--- src/rtl/johnson_pkg.sv ---
// Shared types and Johnson-code helpers for the johnson_seq_ctrl slice.
// Helpers work on a zero-extended 32-bit word plus the active stage count.
package johnson_pkg;

    localparam int unsigned JC_MAX_W = 32;

    typedef logic [JC_MAX_W-1:0] jc_word_t;

    typedef enum logic [1:0] {
        ST_IDLE  = 2'd0,
        ST_RUN   = 2'd1,
        ST_PAUSE = 2'd2,
        ST_DONE  = 2'd3
    } seq_state_e;

    // Shift right, feeding the inverted LSB into the top stage.
    function automatic jc_word_t jc_next_fwd(input jc_word_t jc, input int unsigned w);
        jc_word_t inv_lsb;
        inv_lsb = jc_word_t'(~jc[0]);
        return (jc >> 1) | (inv_lsb << (w - 1));
    endfunction

    // Shift left, feeding the inverted MSB into stage 0; mask keeps bits above w clear.
    function automatic jc_word_t jc_next_rev(input jc_word_t jc, input int unsigned w);
        jc_word_t mask;
        jc_word_t msb;
        mask = (w >= JC_MAX_W) ? '1 : ((jc_word_t'(1) << w) - jc_word_t'(1));
        msb  = (jc >> (w - 1)) & jc_word_t'(1);
        return ((jc << 1) & mask) | (msb ^ jc_word_t'(1));
    endfunction

    function automatic int unsigned jc_to_index(input jc_word_t jc, input int unsigned w);
        jc_word_t    t;
        int unsigned ones;
        t    = jc;
        ones = 0;
        for (int unsigned i = 0; i < JC_MAX_W; i++) begin
            if (i < w && t[0]) begin
                ones++;
            end
            t = t >> 1;
        end
        return jc[0] ? (w + (w - ones)) : ones;
    endfunction

    // Legal codes have at most one 0/1 boundary between adjacent stages.
    function automatic logic jc_is_legal(input jc_word_t jc, input int unsigned w);
        jc_word_t    t;
        int unsigned edges;
        t     = jc;
        edges = 0;
        for (int unsigned i = 0; i + 1 < JC_MAX_W; i++) begin
            if (i + 1 < w && t[0] != t[1]) begin
                edges++;
            end
            t = t >> 1;
        end
        return edges <= 1;
    endfunction

endpackage

--- src/rtl/johnson_phase_decoder.sv ---
// Combinational decode of a Johnson code into its one-hot phase.
module johnson_phase_decoder
    import johnson_pkg::*;
#(
    parameter int unsigned WIDTH = 4
) (
    input  logic [WIDTH-1:0]   jc,
    output logic [2*WIDTH-1:0] phase
);

    int unsigned idx;

    always_comb begin
        idx   = jc_to_index(jc_word_t'(jc), WIDTH);
        phase = (2*WIDTH)'(1) << idx;
    end

endmodule

--- src/rtl/johnson_seq_ctrl.sv ---
// Command-driven stepper for a WIDTH-stage Johnson counter with pause/abort.
// Optional illegal-code recovery is built when JC_ILLEGAL_RECOVERY_EN is defined.
module johnson_seq_ctrl
    import johnson_pkg::*;
#(
    parameter int unsigned WIDTH = 4,
    parameter int unsigned CNT_W = 8
) (
    input  logic               clk,
    input  logic               reset,
    input  logic               cmd_valid,
    output logic               cmd_ready,
    input  logic [CNT_W-1:0]   cmd_steps,
    input  logic               cmd_dir,
    input  logic               pause,
    input  logic               abort,
    output logic [WIDTH-1:0]   jc_state,
    output logic [2*WIDTH-1:0] phase,
    output logic               step_pulse,
    output logic               busy,
    output logic               done,
    output logic               err
);

    seq_state_e       state_q, state_d;
    logic [WIDTH-1:0] jc_q, jc_d;
    logic [CNT_W-1:0] rem_q, rem_d;
    logic             dir_q, dir_d;
    logic             step_pulse_q, step_pulse_d;
    logic             legal;

`ifdef JC_ILLEGAL_RECOVERY_EN
    logic             err_q, err_d;

    assign legal = jc_is_legal(jc_word_t'(jc_q), WIDTH);
    assign err   = err_q;
`else
    assign legal = 1'b1;
    assign err   = 1'b0;
`endif

    always_comb begin
        state_d      = state_q;
        jc_d         = jc_q;
        rem_d        = rem_q;
        dir_d        = dir_q;
        step_pulse_d = 1'b0;

        unique case (state_q)
            ST_IDLE: begin
                if (cmd_valid && cmd_ready) begin
                    rem_d   = cmd_steps;
                    dir_d   = cmd_dir;
                    state_d = (cmd_steps == '0) ? ST_DONE : ST_RUN;
                end
            end
            ST_RUN: begin
                if (abort) begin
                    state_d = ST_IDLE;
                end else if (pause) begin
                    state_d = ST_PAUSE;
                end else begin
                    jc_d         = dir_q ? WIDTH'(jc_next_rev(jc_word_t'(jc_q), WIDTH))
                                         : WIDTH'(jc_next_fwd(jc_word_t'(jc_q), WIDTH));
                    step_pulse_d = 1'b1;
                    rem_d        = rem_q - CNT_W'(1);
                    if (rem_q == CNT_W'(1)) begin
                        state_d = ST_DONE;
                    end
                end
            end
            ST_PAUSE: begin
                if (abort) begin
                    state_d = ST_IDLE;
                end else if (!pause) begin
                    state_d = ST_RUN;
                end
            end
            ST_DONE: begin
                state_d = ST_IDLE;
            end
            default: begin
                state_d = ST_IDLE;
            end
        endcase

`ifdef JC_ILLEGAL_RECOVERY_EN
        // Recovery overrides everything, including a step decided above.
        err_d = err_q;
        if (!legal) begin
            jc_d         = '0;
            err_d        = 1'b1;
            step_pulse_d = 1'b0;
            state_d      = ST_IDLE;
        end
`endif
    end

    always_ff @(posedge clk) begin
        if (reset) begin
            state_q      <= ST_IDLE;
            jc_q         <= '0;
            rem_q        <= '0;
            dir_q        <= 1'b0;
            step_pulse_q <= 1'b0;
        end else begin
            state_q      <= state_d;
            jc_q         <= jc_d;
            rem_q        <= rem_d;
            dir_q        <= dir_d;
            step_pulse_q <= step_pulse_d;
        end
    end

`ifdef JC_ILLEGAL_RECOVERY_EN
    always_ff @(posedge clk) begin
        if (reset) begin
            err_q <= 1'b0;
        end else begin
            err_q <= err_d;
        end
    end
`endif

    // Ready is withheld while an illegal code is pending recovery so no command is dropped.
    assign cmd_ready  = (state_q == ST_IDLE) && legal;
    assign busy       = (state_q == ST_RUN) || (state_q == ST_PAUSE);
    assign done       = (state_q == ST_DONE);
    assign step_pulse = step_pulse_q;
    assign jc_state   = jc_q;

    johnson_phase_decoder #(
        .WIDTH(WIDTH)
    ) u_phase_decoder (
        .jc    (jc_q),
        .phase (phase)
    );

endmodule

--- config.mk ---
export PLATFORM = sky130hd
export DESIGN_NAME = johnson_seq_ctrl
export DESIGN_NICKNAME = d
export VERILOG_FILES = /design/src/rtl/johnson_pkg.sv /design/src/rtl/johnson_phase_decoder.sv /design/src/rtl/johnson_seq_ctrl.sv
export SDC_FILE = /design/constraint.sdc
export NUM_CORES = 1
export LEC_CHECK = 0
export BUFFER_PORTS_ARGS = -buffer_cell sky130_fd_sc_hd__buf_2
export CAP_MARGIN = 25
export CORE_MARGIN = 1.5
export CORE_UTILIZATION = 40
export CTS_BUF_LIST = sky130_fd_sc_hd__clkbuf_8
export DETAILED_ROUTE_END_ITERATION = 6
export PLACE_DENSITY = 0.7
export SYNTH_ARGS = -nofsm -noshare
export SYNTH_HDL_FRONTEND = slang
export SYNTH_SLANG_ARGS = --single-unit
--- constraint.sdc ---
create_clock -name clk -period 3.88 [get_ports clk]
set_input_delay 0.582 -clock clk [delete_from_list [all_inputs] [get_ports clk]]
set_output_delay 0.582 -clock clk [all_outputs]
set_load 0.03 [all_outputs]
* Word-level counts from Yosys, hierarchy flattened *
Cells that the tools add are included.

storage, ports and cells
  word-level logic and storage cells = 57
  input port bits = 14
  flip-flop bits (word level) = 16
  output and inout port bits = 17

operators by class
  add/subtract/negate cells = 6
  eq/ne operators = 9
  mux-type cells = 19
  bitwise gates (word level) = 7
  shifts and indexed selects = 1
  reduce and logical (&&, ||, !) cells = 10

operators with widths
  kind                   number
  $mux 32                4
  $add 32x1->32 const B  3
  $add 3x32->32 const A  1
  $shl 1x32->8 const A   1
  $sub 3x32->32 const A  1
  $mux 8                 3
  $pmux 8 s2             1
  $mux 2                 7
  $eq 8x1->1 const B     1
  $logic_not 8->1        1
  $pmux 2 s4             1
  $sub 8x1->8 const B    1
  $reduce_and 3->1       2
  $not 1->1              5
  $eq 2x2->1 const B     2
  $mux 4                 1
  $ne 2x2->1 const B     2
  $ne 4x4->1 const B     1
  $or 3x4->4             1
  $or 4x1->4             1
  $reduce_and 4->1       1
  $ne 3x3->1 const B     1
  $reduce_or 3->1        1
  $eq 2x1->1 const B     1
  other kinds (7)        8

* Depth between registers and ports, before layout *
Gate-level depths: netlist of the first run.

  depth in word-level cells = 11
  mapped depth = 13
  gate-level depth less buffers = 12

* Cells and area by module *
Synthesis of the first run repeated with hierarchy kept, for this count alone.

second synthesis, totals
  cell total of the unflattened synthesis = 188
  area total of the unflattened synthesis = 1483.9 um^2

by module, submodules not included
  module                 area an instance (um^2)  instances  seq. area each (um^2)  cells an instance
  johnson_seq_ctrl       1007.2                   1          320.3                  120
  johnson_phase_decoder  476.7                    1          0.0                    68

* Least setup slack after synthesis of the first run *
No wires, ideal clock.

  path kind = register to output
  start = register jc_q[0], in the netlist jc_state[0]
  end = output phase[7]
  path buffers = 1
  cell stages (with the launch flop) = 12
  arrival time = 3202 ps
  setup slack = 96 ps
  data required time = 3298 ps
  cells stage by stage = dfxtp_1 clkbuf_1 inv_1 ha_1 xor2_1 ha_1 nand2_1 o31a_1 ha_1 xnor3_1 o32a_1 nor2_1

between the ends
  longest elaborated chain between the ends = 11

RTL lines
  what                    line                         source
  from (decl)             johnson_seq_ctrl.sv:26       logic [WIDTH-1:0] jc_q, jc_d;
  from (signal assigned)  johnson_seq_ctrl.sv:108      jc_q <= jc_d;
  $mux 1                  johnson_pkg.sv:38            if (i < w && t[0]) begin
  $add 32x1->32           johnson_pkg.sv:39            ones++;
  $mux 32                 johnson_pkg.sv:38
  $add 32x1->32           johnson_pkg.sv:39
  $mux 32                 johnson_pkg.sv:38
  $add 32x1->32           johnson_pkg.sv:39
  $mux 32                 johnson_pkg.sv:38
  $sub 3x32->32           johnson_pkg.sv:43            return jc[0] ? (w + (w - ones)) : ones;
  $add 3x32->32           johnson_pkg.sv:43
  $mux 32 *               johnson_pkg.sv:43
  $shl 1x32->8 *          johnson_phase_decoder.sv:15  phase = (2*WIDTH)'(1) << idx;
  to (decl)               johnson_seq_ctrl.sv:18       output logic [2*WIDTH-1:0] phase,

Every way passes the cells marked *; elsewhere a longest branch is shown, timed or not.

* Worst setup path after layout of the first run *
  start = register jc_q[0], in the netlist jc_state[0]
  end = output phase[2]

The elaborated chain is that of the path after synthesis.

==> results of run 1 <==
## sequential cells by signal, summed over array words and instances (netlist names)
name,flops
state_q,2
rem_q,8
step_pulse,1
jc_state,4
dir_q,1
## report_power, final
part           total (uW)  switching, uW  internal, uW
sequential            252           47.6           205
clock                 149           59.3          90.1
combinational         463            264           198
total                 864            371           493
## cell families (layout without fill, tap and decap cells)
kind of cell / count (synthesis) / in the layout
AOI/OAI and AO/OA: 47 / 47
xor gates and xnor gates: 6 / 6
adders and majority gates: 11 / 11
buffers and inverters: 20 / 45
DFF: 16 / 16
muxes: 5 / 5
other: 1 / 2
and+or+nand+nor: 63 / 63
## worst reg2reg max path: cells and delay by family (launching register included)
| family | cells | cell delay, ns |
|---|---|---|
| compound gates | 3 | 0.59 |
| fa+ha+maj | 1 | 0.64 |
| simple gates | 1 | 0.51 |
| buf+inv | 1 | 0.11 |
| flops | 1 | 0.34 |
## through the flow
step,power [uW],hold WS (ns),setup WS (ns),instances
after floorplan,622,0.454,0.0956,170
after global placement,714,0.477,0.608,235
after detailed placement,717,0.474,0.558,235
after CTS,868,0.483,0.277,239
after global routing,934,0.527,0.0919,239
final,864,0.480,0.287,239
## synth_stat cells, drive strengths merged, types with 2 or more instances
master | instances | area, um^2
a211oi | 4 | 30.0
a21oi | 12 | 60.1
and3 | 3 | 18.8
buf | 4 | 22.5
clkbuf | 5 | 18.8
dfxtp | 16 | 320
ha | 11 | 138
inv | 11 | 41.3
mux2i | 4 | 40.0
nand2 | 18 | 67.6
nand3 | 5 | 25.0
nor2 | 15 | 56.3
nor2b | 7 | 43.8
nor3b | 3 | 33.8
nor4 | 4 | 25.0
o21a | 2 | 15.0
o21ai | 10 | 50.1
o22ai | 3 | 18.8
o31a | 2 | 18.8
o32a | 2 | 20.0
o32ai | 2 | 17.5
or3b | 2 | 20.0
xnor2 | 2 | 17.5
xnor3 | 3 | 67.6
## per-layer routing
metal	vias up	routed length [um]
met1	573	1470
met2	21	1270
li1	659	-
met3	4	63
met5	-	0
met4	0	25
## worst max-delay path by stage
stage | slack, ns | from | cells past startpoint | endpoint
floorplan | 0.1 | jc_state[0] | 11 | phase[7]
global placement | 0.61 | jc_state[0] | 11 | phase[7]
detailed placement | 0.56 | jc_state[0] | 11 | phase[7]
CTS | 0.28 | jc_state[0] | 11 | phase[7]
global route | 0.09 | jc_state[0] | 11 | phase[2]
finish | 0.29 | jc_state[0] | 11 | phase[2]
## layout make-up
| type | instances | area [um^2] |
|---|---|---|
| sequential | 16 | 320 |
| tap | 44 | 55.1 |
| clock buffer | 4 | 55.1 |
| fill | 330 | 1540 |
| inverter | 11 | 41.3 |
| timing repair buffer | 30 | 153 |
| multi-input combinational | 134 | 937 |
==> impl_metrics.json, run 1 <==
{
  "grt-busiest-layer": "met2",
  "antenna_found_initial": 0,
  "crit_chain": "inv_1 -> ha_1 -> xor2_1 -> ha_1 -> nand2_1 -> o31a_1 -> ha_1 -> xnor3_1 -> o32a_1 -> nor2_1 -> buf_2",
  "min-delay-path-class": "reg2reg",
  "fraction_of_the_core_area_covered_by_cells_at_the_end_of_the_flow": 0.503,
  "maxClockFrequency_mhz": 278,
  "postSynthRegisterBits": 16,
  "h-tree-depth": 1,
  "post_synth_instance_area_um2": 1340,
  "post_synth_mux_area_share": 0.0384,
  "rsz0062_at_grt": "no",
  "grt.met3_usage": 0.0256,
  "synth_seq_area_share": 0.240,
  "min_period_ns": 3.59,
  "synth-compound-area-share": 0.239,
  "synth_edf_count": 0,
  "mostFrequentLayoutCells": "buf_2, nand2_1, dfxtp_1, nor2_1, a21oi_1",
  "rr_startpoint": "state_q[1]",
  "row_count": 20,
  "crit_path_kind": "reg2out",
  "cpPeakStageDelay_ns": 0.44,
  "place_area_um2": 1510,
  "slowest_stage": "xnor3_1",
  "cp_data_arrival_time_ns": 3.01,
  "basic_gate_share_of_the_synthesized_area_counting_and_or_nand_and_nor_cells": 0.245,
  "cts_tree": "built",
  "placement.io_buffers": 29,
  "ys.flop_type": "dfxtp_1",
  "die_area_um2": 3700,
  "synth_cell_types": 47,
  "setup.worst_path.start_class": "flip-flop",
  "regToRegSetupSlack_ns": 1.57,
  "max-vdd-ir-drop_uv": 215,
  "ctsRootBufferMaster": "clkbuf_8",
  "layout.cell_area.non_filler_um2": 1560,
  "initial_detailed_routing_violation_count": 39,
  "post_synth_xor_area_fraction": 0.0702,
  "reg2regPathDepth": 6,
  "ctsResizeCount": 0,
  "synth_cells": 169,
  "setup.worst_path.end_class": "output port",
  "via_count": 1257,
  "routed_via_density": 5.26,
  "route.final.wire_length_um": 2830,
  "num-nets-final": 221,
  "worstHoldStart": "rem_q[7]",
  "final_common_cell": "buf_2",
  "cp_num_buf_inv": 2,
  "via_count_of_the_first_global_routing_pass": 1075,
  "largest_net_degree_at_the_start_of_global_routing": 25,
  "detailedRoute.firstPassIterationCount": 4,
  "yosys_warnings": 0,
  "io_pins": 31,
  "max-slew-margin-rel": 0.508,
  "crit_required_ns": 3.30,
  "dpl.hpwl_um": 2160,
  "actual_transition_at_the_worst_max_transition_pin_ns": 0.738,
  "clock_skew_ns": 0.00341,
  "grt.total_usage": 0.161,
  "buffer_levels_on_the_longest_clock_path": 2,
  "r2r_end": "rem_q[3]",
  "critical-path-top-cell-by-count": "ha_1",
  "grt_use_met2": 0.267,
  "routedWlPerCell_um": 11.8,
  "number_of_remaining_drc_errors": 0,
  "final_layout_size_suffix_gt1_frac": 0.205,
  "clkTransAtPathRegs_ns": 0.06,
  "run_status": "finished, final reports clean",
  "worst_hold_path.endpoint": "rem_q[7]",
  "antenna_left": 0,
  "holdBufCountCts": 0,
  "yosys.area_share.adder": 0.103,
  "hold_viol": 0,
  "final.setup.tns_ns": 0,
  "finalMaxSlewViolations": 0,
  "cellLeakagePower_uw": 0.000705,
  "syn_area_per_cell_um2": 7.91,
  "die_h_um": 60.8,
  "setup_viol_count_final": 0,
  "layout_worst_path_cycle_share": 0.926,
  "async_reset_ff_frac": 0,
  "tritoncts.num_buffers": 3,
  "effective_utilization_at_floorplan": 0.431,
  "main_combinational_cell_family_by_area_after_synthesis": "simple AND/OR/NAND/NOR gates",
  "diodes": 0,
  "die_width_um": 60.8,
  "layout-area-overhead-vs-synth_pct": 16.9,
  "place_congestion": 0.883,
  "grt_util_met1": 0.210,
  "clock_latency_ns": 0.25,
  "post-cts-setup-buffers": 0,
  "global_route_wire_length_before_repair_um": 4510,
  "critical_path.top_delay_family": "adder cells",
  "crit_path_max_fanout": 6,
  "drv_cap": 0,
  "coreArea_um2": 3100,
  "power.density_cell_area_nw_per_um2": 553,
  "grt_overflow_total": 0,
  "clock-sinks": 16,
  "hold_path_depth": 2
}
Power figures use the tool's default switching activity.
==> inputs of run 2 (changes only) <==
BUFFER_PORTS_ARGS = unset   (was -buffer_cell sky130_fd_sc_hd__buf_2)
CORE_UTILIZATION = 45   (was 40)
DONT_BUFFER_PORTS = 1   (was unset)
PLACE_DENSITY = 0.68   (was 0.7)
==> run 2 against run 1 <==
  * First-iteration DRC count is 90% higher
  * Clock power is 16% lower
  * Clock skew is 0.0016 ns higher
  * Register-to-register slack worse by 0.04 ns
  * Count of clock-buffer cells in the layout shrank 1
  * Critical path type unchanged
  * Highest routed layer unchanged
  * Critical endpoint is now phase[7]
==> impl_metrics.json, run 2 (synthesis results as in run 1) <==
{
  "run_status": "finished, final reports clean",
  "effective_utilization_at_floorplan": 0.480,
  "routedWlPerCell_um": 14.6,
  "antenna_found_initial": 0,
  "power_switching_share": 0.434,
  "place_area_um2": 1420,
  "routed_via_density": 6.05,
  "actual_transition_at_the_worst_max_transition_pin_ns": 0.731,
  "cpPeakStageDelay_ns": 0.44,
  "rr_startpoint": "state_q[1]",
  "via_count": 1246,
  "worst_hold_path.endpoint": "rem_q[4]",
  "cp_data_arrival_time_ns": 3.00,
  "layout.cell_area.non_filler_um2": 1460,
  "setup.worst_path.end_class": "output port",
  "min-delay-path-class": "in2reg",
  "die_width_um": 57.5,
  "io_pins": 31,
  "setup.worst_path.start_class": "flip-flop",
  "buffer_levels_on_the_longest_clock_path": 2,
  "row_count": 19,
  "via_count_of_the_first_global_routing_pass": 1142,
  "cp_num_buf_inv": 2,
  "hold_viol": 0,
  "die_h_um": 57.5,
  "clock_latency_ns": 0.25,
  "clock_skew_ns": 0.00501,
  "part_of_the_total_power_dissipated_in_combinational_logic": 0.542,
  "crit_path_kind": "reg2out",
  "initial_detailed_routing_violation_count": 74,
  "dpl.hpwl_um": 2320,
  "layout-area-overhead-vs-synth_pct": 9.36,
  "crit_required_ns": 3.30,
  "final.setup.tns_ns": 0,
  "finalMaxSlewViolations": 0,
  "mostFrequentLayoutCells": "nand2_1, dfxtp_1, nor2_1, a21oi_1",
  "coreArea_um2": 2780,
  "crit_chain": "buf_4 -> ha_1 -> nor2_1 -> nor2_1 -> ha_1 -> nand2_1 -> o31a_1 -> ha_1 -> xnor3_1 -> o32a_1 -> nor2_1 -> buf_4",
  "route.final.wire_length_um": 3000,
  "critical_path.top_delay_family": "adder cells",
  "power.share.sequential": 0.307,
  "number_of_remaining_drc_errors": 0,
  "power_frac_clock": 0.151,
  "cts_tree": "built",
  "detailedRoute.firstPassIterationCount": 4,
  "setup_viol_count_final": 0,
  "worstHoldStart": "reset",
  "max-vdd-ir-drop_uv": 428,
  "p_int_uw": 469,
  "maxClockFrequency_mhz": 280,
  "cellLeakagePower_uw": 0.000618,
  "reg2regPathDepth": 6,
  "global_route_wire_length_before_repair_um": 4890,
  "regToRegSetupSlack_ns": 1.53,
  "final_layout_size_suffix_gt1_frac": 0.114,
  "ctsRootBufferMaster": "clkbuf_8",
  "antenna_left": 0,
  "grt_overflow_total": 0,
  "hold_path_depth": 1,
  "crit_path_max_fanout": 14,
  "h-tree-depth": 1,
  "largest_reg_flops": 8,
  "drv_cap": 0,
  "layout_worst_path_cycle_share": 0.922,
  "diodes": 0,
  "slowest_stage": "xnor3_1",
  "max-slew-margin-rel": 0.512,
  "placement.io_buffers": 0,
  "r2r_end": "rem_q[5]",
  "min_period_ns": 3.58,
  "final_common_cell": "nand2_1",
  "place_congestion": 0.913,
  "grt.total_usage": 0.184,
  "switching_power_uw": 359,
  "largest-register": "rem_q",
  "rsz0062_at_grt": "no",
  "largest_net_degree_at_the_start_of_global_routing": 25,
  "tritoncts.num_buffers": 3,
  "die_area_um2": 3310,
  "num-nets-final": 202,
  "clkTransAtPathRegs_ns": 0.06,
  "power.density_cell_area_nw_per_um2": 567,
  "ctsResizeCount": 0,
  "clock-sinks": 16,
  "holdBufCountCts": 0,
  "post-cts-setup-buffers": 0
}
run 2: cell count changes in the layout (fill, tap and decap cells not counted), sizes merged:
cell    before  now
buf         30   11
clkbuf       4    3
run 2: metrics by stage:
stage	utilization	total power (uW)	instances	setup WS [ns]	hold WS, ns
5_1_grt	0.525	888	206	0.0942	0.388
3_3_place_gp	0.511	687	203	0.739	0.466
3_5_place_dp	0.511	704	203	0.592	0.467
4_1_cts	0.525	831	206	0.315	0.387
2_1_floorplan	-	622	170	0.0956	0.454
6_report	0.525	828	206	0.303	0.392
run 2: worst max-delay path by stage:
stage	start	endpoint	cells after the start	slack [ns]
2_1_floorplan	jc_state[0]	phase[7]	11	0.1
5_1_grt	jc_state[0]	phase[7]	12	0.09
3_5_place_dp	jc_state[0]	phase[7]	12	0.59
6_report	jc_state[0]	phase[7]	12	0.30
4_1_cts	jc_state[0]	phase[7]	12	0.31
3_3_place_gp	jc_state[1]	phase[7]	11	0.74
run 2: power groups by stage:
stage | registers [uW] | clock network [uW] | logic [uW]
6_report | 254 | 125 | 449
5_1_grt | 259 | 134 | 494
4_1_cts | 253 | 128 | 450
2_1_floorplan | 247 | 0 | 375
3_5_place_dp | 257 | 0 | 448
3_3_place_gp | 253 | 0 | 434
run 2: final cells by class:
type	count	area [um^2]
clock buffer	3	41.3
timing repair buffer	11	82.6
fill	278	1320
sequential	16	320
multi-input combinational	134	937
inverter	11	41.3
tap	31	38.8
run 2: routing by layer:
metal / global-route usage / share of wire / vias up
met1: 0.204 / 0.43 / 578
li1: - / - / 621
met5: 0 / 0 / -
met4: 0.0797 / 0.016 / 0
met3: 0.0340 / 0.059 / 7
met2: 0.336 / 0.50 / 40
==> inputs of run 3 (changes only) <==
clock period = 4.2 ns   (was 3.88 ns; I/O delays follow)
==> run 3 against run 2 <==
  * Clock power increased by 9.6%
  * Routed wire length grew 1.7%
  * Final cell count did not move
  * Count of clock-buffer cells in the layout up 1
  * Sequential power shrank 6%
  * Sequential cell count unchanged
  * Worst hold slack improved by 0.047 ns
  * Clock skew shrank 0.0018 ns
  * Cell area is 0.43% higher
  * Critical endpoint is now phase[2]
==> impl_metrics.json, run 3 (synthesis results as in run 1) <==
{
  "run_status": "finished, final reports clean",
  "power_frac_clock": 0.173,
  "routedWlPerCell_um": 14.8,
  "max-slew-margin-rel": 0.485,
  "clock_skew_ns": 0.00316,
  "power_consumption_uw": 791,
  "number_of_remaining_drc_errors": 0,
  "route.final.wire_length_um": 3050,
  "cp_data_arrival_time_ns": 3.03,
  "die_h_um": 57.5,
  "hold_path_depth": 1,
  "holdBufCountCts": 0,
  "tritoncts.num_buffers": 3,
  "diodes": 0,
  "io_pins": 31,
  "coreArea_um2": 2780,
  "clock_latency_ns": 0.25,
  "via_count_of_the_first_global_routing_pass": 1155,
  "max-vdd-ir-drop_uv": 448,
  "wl_met3_um": 213,
  "power_switching_share": 0.429,
  "min-delay-path-class": "in2reg",
  "switching_power_uw": 339,
  "power.share.sequential": 0.302,
  "p_int_uw": 452,
  "clock-sinks": 16,
  "worst_hold_path.endpoint": "dir_q",
  "finalMaxSlewViolations": 0,
  "post-cts-setup-buffers": 0,
  "dpl.hpwl_um": 2360,
  "effective_utilization_at_floorplan": 0.480,
  "grt.total_usage": 0.199,
  "cellLeakagePower_uw": 0.000619,
  "crit_path_kind": "reg2out",
  "cpPeakStageDelay_ns": 0.45,
  "setup.worst_path.end_class": "output port",
  "crit_chain": "buf_4 -> ha_1 -> nor2_1 -> nor2_1 -> ha_1 -> nand2_1 -> o31a_1 -> ha_1 -> xnor3_1 -> o32a_1 -> nor2_1 -> buf_4",
  "largest_reg_flops": 8,
  "ctsRootBufferMaster": "clkbuf_8",
  "crit_path_max_fanout": 14,
  "rr_startpoint": "state_q[1]",
  "routed_via_density": 6.08,
  "h-tree-depth": 1,
  "final.setup.tns_ns": 0,
  "largest_net_degree_at_the_start_of_global_routing": 25,
  "place_congestion": 0.906,
  "detailedRoute.firstPassIterationCount": 4,
  "buffer_levels_on_the_longest_clock_path": 2,
  "mostFrequentLayoutCells": "nand2_1, dfxtp_1, nor2_1, a21oi_1",
  "critical_path.top_delay_family": "adder cells",
  "power.density_cell_area_nw_per_um2": 539,
  "actual_transition_at_the_worst_max_transition_pin_ns": 0.772,
  "maxClockFrequency_mhz": 274,
  "num-nets-final": 201,
  "setup.worst_path.start_class": "flip-flop",
  "layout-area-overhead-vs-synth_pct": 9.83,
  "via_count": 1253,
  "final_layout_size_suffix_gt1_frac": 0.114,
  "hold_viol": 0,
  "die_area_um2": 3310,
  "worstHoldStart": "reset",
  "clkTransAtPathRegs_ns": 0.07,
  "slowest_stage": "xnor3_1",
  "final_common_cell": "nand2_1",
  "fraction_of_the_core_area_covered_by_cells_at_the_end_of_the_flow": 0.528,
  "drv_cap": 0,
  "crit_required_ns": 3.57,
  "largest-register": "rem_q",
  "placement.io_buffers": 0,
  "layout_worst_path_cycle_share": 0.870,
  "initial_detailed_routing_violation_count": 47,
  "reg2regPathDepth": 6,
  "r2r_end": "rem_q[2]",
  "die_width_um": 57.5,
  "ctsResizeCount": 0,
  "global_route_wire_length_before_repair_um": 5240,
  "antenna_found_initial": 0,
  "min_period_ns": 3.66,
  "antenna_left": 0,
  "met2_routed_wl_um": 1590,
  "rsz0062_at_grt": "no",
  "highest_signal_layer": "met4",
  "cts_tree": "built",
  "setup_viol_count_final": 0,
  "cp_num_buf_inv": 2,
  "wirelength_met1_um": 1220,
  "grt_overflow_total": 0,
  "row_count": 19,
  "regToRegSetupSlack_ns": 1.82,
  "part_of_the_total_power_dissipated_in_combinational_logic": 0.525
}
## run 3: cell types whose count changed in the layout (fill, tap and decap cells not counted), sizes merged
cell / previous run / this run
clkbuf: 3 / 4
buf: 11 / 10
## run 3: area by class of cell
type	instances	area, um^2
Inverter	11	41.3
Fill cell	272	1310
Multi-Input combinational cell	134	937
Clock buffer	4	55.1
Sequential cell	16	320
Tap cell	31	38.8
Timing Repair Buffer	10	75.1
## run 3: worst max path at each step
stage                     to   startpoint  cells past startpoint  slack (ns)
finish              phase[2]  jc_state[0]                     12        0.54
global route        phase[2]  jc_state[0]                     12        0.31
CTS                 phase[2]  jc_state[0]                     12        0.57
detailed placement  phase[7]  jc_state[0]                     12        0.85
global placement    phase[7]  jc_state[2]                     10        0.98
floorplan           phase[7]  jc_state[0]                     11        0.37
## run 3: per-stage QoR
| step | setup slack (ns) | area (um^2) | hold slack (ns) | cells |
|---|---|---|---|---|
| final | 0.545 | 1470 | 0.440 | 206 |
| after global routing | 0.307 | 1470 | 0.429 | 206 |
| after CTS | 0.574 | 1470 | 0.434 | 206 |
| after detailed placement | 0.848 | 1410 | 0.466 | 202 |
| after global placement | 0.984 | 1410 | 0.453 | 202 |
| after floorplan | 0.368 | 1340 | 0.454 | 170 |
## run 3: worst reg2reg max path, cell delays in order (launching register included)
cell      delay [ns]
dfxtp_1         0.34
inv_1           0.11
ha_1            0.67
nor3b_4         0.53
o21bai_1        0.30
o21ai_0         0.24
a21oi_1         0.09
## run 3: routing by layer
layer | vias up | track usage
li1 | 618 | -
met1 | 593 | 0.229
met2 | 38 | 0.346
met3 | 4 | 0.0499
met4 | 0 | 0.0897
met5 | - | 0
## run 3: power by group through the flow
stage,clock network (uW),logic [uW],registers (uW)
2_1_floorplan,0,346,228
4_1_cts,140,412,238
3_3_place_gp,0,395,238
5_1_grt,149,457,246
6_report,137,416,239
3_5_place_dp,0,411,241
